==> config.mk <==
export PLATFORM = sky130hd
export DESIGN_NAME = video_fetch
export DESIGN_NICKNAME = d
export VERILOG_FILES = /design/src/rtl/video_fetch_pkg.sv /design/src/rtl/video_fetch_bw_slot.sv /design/src/rtl/video_fetch.sv
export SDC_FILE = /design/constraint.sdc
export NUM_CORES = 1
export LEC_CHECK = 0
export ABC_AREA = 1
export BUFFER_PORTS_ARGS = -buffer_cell sky130_fd_sc_hd__buf_2
export CAP_MARGIN = 20
export CORE_UTILIZATION = 50
export CTS_CLUSTER_SIZE = 20
export DETAILED_ROUTE_END_ITERATION = 12
export GPL_ROUTABILITY_DRIVEN = 0
export HOLD_SLACK_MARGIN = 0.08
export PLACE_DENSITY = 0.72
export RECOVER_POWER = 25
export SETUP_SLACK_MARGIN = 0.3
export SYNTH_ARGS = -nofsm -noshare
export SYNTH_HDL_FRONTEND = slang
export SYNTH_SLANG_ARGS = --single-unit
export TNS_END_PERCENT = 20
==> constraint.sdc <==
create_clock -name clk -period 1.8 [get_ports clk]
set_input_delay 0.36 -clock clk [delete_from_list [all_inputs] [get_ports clk]]
set_output_delay 0.36 -clock clk [all_outputs]
set_load 0.005 [all_outputs]
==> src/rtl/video_fetch_pkg.sv <==
// Shared video-path definitions: bandwidth descriptor encodings, byte-steering
// selects and render-mode constants common with the mode decoder.
package video_fetch_pkg;

   localparam logic [1:0] BW2 = 2'b00;
   localparam logic [1:0] BW4 = 2'b01;
   localparam logic [1:0] BW8 = 2'b11;

   localparam logic [2:0] BU1 = 3'b001;
   localparam logic [2:0] BU2 = 3'b010;
   localparam logic [2:0] BU4 = 3'b100;

   localparam logic [1:0] BSL_LO   = 2'b00;
   localparam logic [1:0] BSL_ALT  = 2'b01;
   localparam logic [1:0] BSL_WORD = 2'b10;
   localparam logic [1:0] BSL_HI   = 2'b11;

   typedef enum logic [1:0] {
      RM_TEXT  = 2'b00,
      RM_GFX4  = 2'b01,
      RM_GFX8  = 2'b10,
      RM_BLANK = 2'b11
   } render_mode_t;

   // Period code 10 has no own meaning and is folded into the 8-cycle period.
   function automatic logic [2:0] bw_period_mask(input logic [1:0] code);
      case (code)
         BW2:     return 3'b001;
         BW4:     return 3'b011;
         BW8:     return 3'b111;
         default: return 3'b111;
      endcase
   endfunction

   function automatic logic [2:0] bw_need(input logic [2:0] code);
      case (code)
         BU1:     return 3'd1;
         BU2:     return 3'd2;
         BU4:     return 3'd4;
         default: return 3'd1;
      endcase
   endfunction

   function automatic logic [7:0] steer_byte(input logic [1:0]  bsl,
                                             input logic [31:0] word,
                                             input logic [1:0]  lane);
      logic [31:0] shifted;
      shifted = word >> {lane, 3'b000};
      case (bsl)
         BSL_LO:   return word[7:0];
         BSL_HI:   return word[15:8];
         BSL_WORD: return shifted[7:0];
         BSL_ALT:  return shifted[7:0];
         default:  return shifted[7:0];
      endcase
   endfunction

endpackage

==> src/rtl/video_fetch_bw_slot.sv <==
// Bandwidth slot counter: walks DRAM cycles through the descriptor period and
// raises a registered request for the first `need` slots of each period.
module video_bw_slot
   import video_fetch_pkg::*;
(
   input  logic       clk,
   input  logic       res,
   input  logic       c3,
   input  logic       line_start_s,
   input  logic       video_go,
   input  logic [4:0] video_bw,
   output logic       video_req
);

   logic [2:0] slot_r;
   logic [2:0] slot_next_s;
   logic [2:0] mask_s;
   logic [2:0] need_s;
   logic       req_r;

   // Next slot: line start outranks the DRAM-cycle advance.
   always_comb begin
      mask_s      = bw_period_mask(video_bw[4:3]);
      need_s      = bw_need(video_bw[2:0]);
      slot_next_s = slot_r;
      if (line_start_s) begin
         slot_next_s = 3'd0;
      end else if (c3 && video_go) begin
         slot_next_s = (slot_r + 3'd1) & mask_s;
      end else begin
         slot_next_s = slot_r;
      end
   end

   // Slot and request registers; the request tracks the slot just entered.
   always_ff @(posedge clk) begin
      if (res) begin
         slot_r <= 3'd0;
         req_r  <= 1'b0;
      end else begin
         slot_r <= slot_next_s;
         req_r  <= video_go && (slot_next_s < need_s);
      end
   end

   assign video_req = req_r;

endmodule

==> src/rtl/video_fetch.sv <==
// Video DRAM fetch stage: slot requests, two-word return buffer, byte-steered
// fetch register for the renderer and text char-code latch.
module video_fetch
   import video_fetch_pkg::*;
(
   input  logic        clk,
   input  logic        res,
   input  logic        c3,
   input  logic        line_start_s,
   input  logic        video_go,
   input  logic [4:0]  video_bw,
   output logic        video_req,
   input  logic        dram_strobe,
   input  logic [15:0] dram_rdata,
   input  logic        char_phase,
   input  logic        fetch_stb,
   input  logic [3:0]  fetch_sel,
   input  logic [1:0]  fetch_bsl,
   output logic [31:0] fetch_data,
   output logic [15:0] txt_char
);

   logic [15:0] tmp0_r;
   logic [15:0] tmp1_r;
   logic        wp_r;
   logic        wr_idx_s;
   logic        wp_next_s;
   logic [31:0] fetch_r;
   logic [31:0] fetch_next_s;
   logic [15:0] txt_r;

   video_bw_slot u_bw_slot (
      .clk          (clk),
      .res          (res),
      .c3           (c3),
      .line_start_s (line_start_s),
      .video_go     (video_go),
      .video_bw     (video_bw),
      .video_req    (video_req)
   );

   // A fetch rewinds the buffer, so a coincident word lands in slot 0.
   always_comb begin
      wr_idx_s     = wp_r;
      wp_next_s    = wp_r;
      fetch_next_s = fetch_r;
      if (fetch_stb) begin
         wr_idx_s = 1'b0;
      end else begin
         wr_idx_s = wp_r;
      end
      if (dram_strobe) begin
         wp_next_s = ~wr_idx_s;
      end else if (fetch_stb) begin
         wp_next_s = 1'b0;
      end else begin
         wp_next_s = wp_r;
      end
      for (int i = 0; i < 4; i++) begin
         if (fetch_stb && fetch_sel[i]) begin
            fetch_next_s[8*i +: 8] = steer_byte(fetch_bsl, {tmp1_r, tmp0_r}, 2'(i));
         end else begin
            fetch_next_s[8*i +: 8] = fetch_r[8*i +: 8];
         end
      end
   end

   // Return buffer, fetch register and char-code latch.
   always_ff @(posedge clk) begin
      if (res) begin
         tmp0_r  <= 16'h0000;
         tmp1_r  <= 16'h0000;
         wp_r    <= 1'b0;
         fetch_r <= 32'h0000_0000;
         txt_r   <= 16'h0000;
      end else begin
         wp_r    <= wp_next_s;
         fetch_r <= fetch_next_s;
         if (dram_strobe && !wr_idx_s) begin
            tmp0_r <= dram_rdata;
         end
         if (dram_strobe && wr_idx_s) begin
            tmp1_r <= dram_rdata;
         end
         if (dram_strobe && char_phase) begin
            txt_r <= dram_rdata;
         end
      end
   end

   assign fetch_data = fetch_r;
   assign txt_char   = txt_r;

endmodule
==> results_dict.tcl, run 1 <==
set metrics [dict create \
    synth-compound-area-share_pct 20.6 \
    path_class "flop to flop" \
    final_max_slew_viol_count 0 \
    clkSlewWorstSetupHoldPaths_ns 0.08 \
    holdCritPathClass "input port to flop" \
    io_pins 84 \
    period_needed_ns 1.45 \
    worst_pin_slew_ns 0.694 \
    drtPass1Iterations 4 \
    syn_avg_cell_area_sq_um 7.30 \
    skew_ns 0.00776 \
    drc 0 \
    synthCells 487 \
    antenna_found_initial 0 \
    instances_no_fill 667 \
    crit_arrival_ns 1.74 \
    slew_headroom_pct 53.7 \
    routed_wl_mm 9.17 \
    rsz0062_at_grt "yes" \
    grt_pass1_vias 3063 \
    fin_crit_sh_pct 80.8 \
    rows 30 \
    vdd_ir_drop_max_mv 0.518 \
    core-area_sq_mm 0.00683 \
    synth_top_family_by_area "compound AO/OA/AOI/OAI gates" \
    drive_above_1_share_pct 19.3 \
    swShare_pct 26.6 \
    grt_max_degree 47 \
    die_h_um 86.3 \
    switching_power_mw 1.04 \
    synthAdderAreaFrac_pct 2.81 \
    start_kind "flop" \
    finalSetupViolCount 0 \
    syn_to_final_growth_pct 18.7 \
    syn_area_sq_mm 0.00356 \
    ys_ff_latch 85 \
    synthSimpleGateAreaFrac_pct 19.1 \
    dieArea_sq_mm 0.00746 \
    portBuffers 83 \
    crit_required_ns 2.08 \
    cts_tree "built" \
    final.setup.tns_ns 0 \
    syn_nets 530 \
    hpwlAfterDp_mm 6.66 \
    p_leak_nw 2.03 \
    cts_setup_buffers 0 \
    start_util_pct 52.1 \
    clk_latency_ns 0.35 \
    htreeDepth 3 \
    fmax_mhz 687 \
    wire_per_inst_um 13.7 \
    p_per_area_mw_per_mm2 924 \
    diodes 0 \
    nNetsFinal 610 \
    cts-root-buf "clkbuf_8" \
    viasPerCell 5.13 \
    ys_warn_count 0 \
    synth.yosys.seq_area_share_pct 47.8 \
    track_usage_pct 25.4 \
    drt_iter0_markers 202 \
    ant_nets 0 \
    status "finished clean" \
    max_cap_viol_count 0 \
    grt_pass1_wl_mm 14.6 \
    pwr-share-clk_pct 34.3 \
    ys_types 19 \
    clkSinkCount 85 \
    synth-xor-area-share_pct 0 \
    synthMuxAreaShare_pct 0 \
    vias 3420 \
    crit_fanout 3 \
    overflow 0 \
    ctsHoldBuffers 0 \
    p_int_mw 2.86 \
    cts.path.max_buffers 2 \
    seqPwrFrac_pct 53.2 \
    die_w_um 86.3 \
    cp-end-kind "flop" \
    power_frac_comb_pct 12.5 \
    finalHoldViolCount 0 \
    numCtsBuffers 9 \
    cts_resized 0 \
    dp.cells 651 \
]
cells in the final DEF, fill, tap and decap left out:
cell and count:
nand2_1 67, a31oi_1 3, bufinv_16 1, inv_2 3, clkbuf_1 5, clkbuf_8 10
ha_1 7, buf_2 80, clkbuf_2 1, dfxtp_1 85, nand2_2 2, buf_4 8
nor3b_1 1, clkinv_4 1, nand3_1 13, nor2_1 90, o21ai_0 87, nand4_1 1
inv_1 48, ha_2 1, a21oi_1 44, clkinv_1 2, o211ai_1 8, clkinvlp_4 3
cell type report:
class	count	area [sq um]
inverter	54	206
clock inverter	3	46.3
multi-input combinational	324	1520
fill	681	2610
sequential	85	1700
tap	96	120
timing repair inverter	1	7.51
timing repair buffer	92	477
clock buffer	12	145
metal layers:
layer / global-route usage, % / part of all wire (%) / vias up
li1: - / - / 1732
met1: 33.0 / 46 / 1573
met2: 41.9 / 47 / 100
met3: 4.67 / 5.6 / 15
met4: 10.2 / 1.6 / 0
met5: 0 / 0 / -
per-stage QoR:
stage	hold WS (ns)	setup slack (ns)	utilization (%)	power, mW	cell area [sq um]
final	0.264	0.345	61.8	3.90	4220
after global routing	0.258	0.250	61.8	4.07	4220
after CTS	0.222	0.326	61.7	3.92	4210
after detailed placement	0.456	0.154	58.9	2.60	4020
after global placement	0.451	0.198	58.9	2.59	4020
after floorplan	0.425	0.480	-	2.39	3560
sequential cells by signal, indices dropped and copies added (netlist names):
| name | cells |
|---|---|
| fetch_data | 32 |
| tmp0_r | 16 |
| tmp1_r | 16 |
| txt_char | 16 |
| u_bw_slot.slot_r | 3 |
| u_bw_slot.video_req | 1 |
| wp_r | 1 |
critical path, cell delays in order (launching register included):
cell and delay [ns]:
dfxtp_1 0.34, ha_1 0.28, o21ai_0 0.12, a21oi_1 0.14, ha_1 0.31, nand2_1 0.06
inv_1 0.04, a21oi_1 0.12
Yosys cell counts:
library cell  instances  area share [%]
nand2_2               2            0.35
nand3_1              13             1.8
nand4_1               1            0.18
clkbuf_1             10             1.1
nor2_1               90             9.5
inv_2                 4            0.42
o211ai_1              8             1.7
dfxtp_1              85              48
nand2_1              67             7.1
buf_6                 4             1.3
nor3b_1               1            0.21
clkinv_1              1            0.11
o21ai_0              87              12
inv_1                49             5.2
ha_1                  8             2.8
buf_2                 8             1.1
a31oi_1               3            0.53
buf_4                 2            0.42
a21oi_1              44             6.2
power by group through the flow:
stage,sequential [mW],combinational [mW],clock [mW]
after floorplan,2.10,0.289,0
after global placement,2.12,0.472,0
after detailed placement,2.12,0.484,0
after CTS,2.07,0.487,1.35
after global routing,2.09,0.557,1.43
final,2.08,0.488,1.34
path summary, 6_finish.rpt:
check	startpoint	end	slack (ns)	cells past startpoint
worst min-delay path	dram_rdata[9]	tmp0_r[9]	0.26	3
worst max register to register	u_bw_slot.slot_r[0]	u_bw_slot.video_req	0.35	7
worst max-delay path	u_bw_slot.slot_r[0]	u_bw_slot.video_req	0.35	7
worst min register to register	tmp1_r[12]	tmp1_r[12]	0.47	2
cells by family (layout without fill, tap and decap cells):
kind of cell    after synthesis  after routing
fa+ha+maj                     8              8
simple gates                174            174
flops                        85             85
buf+inv                      78            162
compound gates              142            142
(Power assumes the default switching activity.)
==> inputs of run 2 (changes only) <==
ABC_AREA = 0   (was 1)
CORE_UTILIZATION = 48   (was 50)
clock period = 1.3 ns   (was 1.8 ns; I/O delays follow)
==> results_dict.tcl, run 2 <==
set metrics [dict create \
    core-area_sq_mm 0.00729 \
    dp_slack_ns -0.261 \
    rows 31 \
    ys_top_cells_by_area "dfxtp_1, mux2i_1, nand2_1, nor2_1, a21oi_1" \
    grt_max_degree 46 \
    r2r-start "u_bw_slot.slot_r[1]" \
    synth.yosys.seq_area_share_pct 46.6 \
    clk_latency_ns 0.36 \
    final_max_slew_viol_count 0 \
    final.setup.tns_ns -0.227 \
    io_pins 84 \
    hpwlAfterDp_mm 6.35 \
    path_class "flop to flop" \
    final_common_cell "dfxtp_2" \
    htreeDepth 3 \
    status "finished with violations" \
    violations "setup timing" \
    dieArea_sq_mm 0.00796 \
    cp_cell_sequence "ha_4, and4b_1, o21ai_2, a21oi_1, ha_1, nand2_1, nand3_1, a31oi_1" \
    ys_types 28 \
    syn_area_sq_mm 0.00365 \
    p_leak_nw 2.01 \
    vias 3144 \
    worstReg2RegEnd "u_bw_slot.video_req" \
    cts-root-buf "clkbuf_8" \
    fin_crit_sh_pct 117 \
    synthCells 394 \
    period_needed_ns 1.52 \
    die_w_um 89.2 \
    skew_ns 0.00752 \
    clkSlewWorstSetupHoldPaths_ns 0.08 \
    cp_slowest_cell "dfxtp_2" \
    cp-endpoint "u_bw_slot.video_req" \
    cts.path.max_buffers 2 \
    drt_iter0_markers 194 \
    routed_wl_mm 9.48 \
    yosysMostFrequentCell "dfxtp_1" \
    slowest_delay_ns 0.34 \
    largest_reg_flops 32 \
    setup_ws_ns -0.222 \
    async_reset_ff_share_pct 0 \
    rsz0062_at_grt "yes" \
    clkSinkCount 85 \
    syn_nets 437 \
    holdCritPathClass "input port to flop" \
    grt_pass1_wl_mm 13.9 \
    worst_pin_slew_ns 0.776 \
    r2r_slack_ns -0.22 \
    max_cap_viol_count 0 \
    wire_per_inst_um 16.2 \
    crit_arrival_ns 1.81 \
    overflow 0 \
    portBuffers 83 \
    grt_pass1_vias 2722 \
    finalHoldViolCount 0 \
    ys_ff_latch 85 \
    finalSetupViolCount 5 \
    p_per_area_mw_per_mm2 1160 \
    antenna_found_initial 0 \
    synth_edf_count 0 \
    start_kind "flop" \
    die_h_um 89.2 \
    vdd_ir_drop_max_mv 0.753 \
    slew_headroom_pct 48.2 \
    synth_largest_area_cell "dfxtp_1" \
    diodes 0 \
    ant_nets 0 \
    syn_avg_cell_area_sq_um 9.27 \
    cp-end-kind "flop" \
    viasPerCell 5.36 \
    rr_worst_depth 8 \
    numCtsBuffers 9 \
    synth_top_area_share_pct 46.6 \
    synthTopCellsByCount "dfxtp_1, nand2_1, nor2_1" \
    syn_to_final_growth_pct 35.6 \
    drtPass1Iterations 4 \
    cp-startpoint "u_bw_slot.slot_r[1]" \
    ys_warn_count 0 \
    crit_required_ns 1.59 \
    power.total_mw 5.75 \
    fmax_mhz 657 \
    final_cell_mix "dfxtp_2, buf_2, nand2_1" \
    start_util_pct 50.1 \
    ys.flop_type "dfxtp_1" \
    drc 0 \
    whs_ns 0.134 \
    cts_tree "built" \
    nNetsFinal 526 \
    drive_above_1_share_pct 42.8 \
    ctsHoldBuffers 0 \
    crit_fanout 2 \
    track_usage_pct 23.9 \
]
-- run 2: cell count changes after synthesis, sizes merged, moves of 8 or more --
cell,previous run,this run
a221o,0,17
a211oi,0,17
nor2,90,53
o211ai,8,0
inv,53,3
mux2i,0,48
o21ai,87,1
buf,14,25
nand2b,0,9
a21oi,44,34
nand2,69,56
-- run 2: what timing repair did --
action / 4_1_cts / 5_1_grt
cloned: 2 / 0
buffers inserted: 2 / 2
gates resized for setup: 65 / 54
pin swaps: 17 / 40
setup endpoints to repair: 96 / 106
-- run 2: critical path: cells and delay by family, from the launching register on --
kind	cells	cell delay, ns
and+or+nand+nor	3	0.32
AOI/OAI and AO/OA	3	0.35
adders and majority gates	2	0.44
DFF	1	0.34
-- run 2: cells by family (layout without fill, tap and decap cells) --
| logic type | Yosys count | after routing | synth area share, % |
|---|---|---|---|
| multiplexers | 48 | 48 | 13.2 |
| buffers and inverters | 34 | 128 | 5.92 |
| AND/OR/NAND/NOR | 146 | 146 | 17.2 |
| adder cells (fa/ha/maj) | 8 | 8 | 2.74 |
| flip-flops | 85 | 85 | 46.6 |
| XOR/XNOR | 2 | 2 | 0.480 |
| AO/OA/AOI/OAI | 71 | 71 | 14.0 |
-- run 2: cell type report --
type / count / area (sq um)
multi-input combinational: 275 / 1850
inverter: 4 / 56.3
fill: 611 / 2340
clock buffer: 10 / 128
sequential: 85 / 1790
clock inverter: 6 / 93.8
tap: 99 / 124
timing repair buffer: 108 / 911
-- run 2: how the worst min path moves through the flow --
stage                        from             endpoint  slack, ns  cells after the start
CTS                  line_start_s  u_bw_slot.slot_r[1]       0.13                      2
finish               line_start_s  u_bw_slot.slot_r[1]       0.13                      2
global placement      txt_char[3]          txt_char[3]       0.44                      2
global route        dram_rdata[3]          txt_char[3]       0.14                      3
floorplan            line_start_s  u_bw_slot.slot_r[0]       0.33                      1
detailed placement    txt_char[2]          txt_char[2]       0.44                      2
-- run 2: where the power goes --
group          leakage [nW]  total [mW]  switching [mW]  internal [mW]
Clock                 0.108        2.09           0.984           1.10
Sequential            0.723        2.85           0.116           2.74
Combinational          1.18       0.816           0.395          0.421
Total                  2.01        5.75            1.49           4.26
-- run 2: through the flow --
step | instances | util, % | instance area (sq um)
after floorplan | 394 | - | 3730
after global placement | 565 | 59.2 | 4320
after detailed placement | 565 | 59.2 | 4320
after CTS | 585 | 65.0 | 4740
after global routing | 587 | 67.9 | 4950
final | 587 | 67.9 | 4950
-- run 2: per-layer routing --
| metal | vias up | share of wire (%) | track usage (%) |
|---|---|---|---|
| met2 | 106 | 49 | 37.4 |
| li1 | 1548 | - | - |
| met3 | 12 | 5.9 | 7.85 |
| met1 | 1478 | 43 | 31.1 |
| met4 | 0 | 1.9 | 7.94 |
| met5 | - | 0 | 0 |
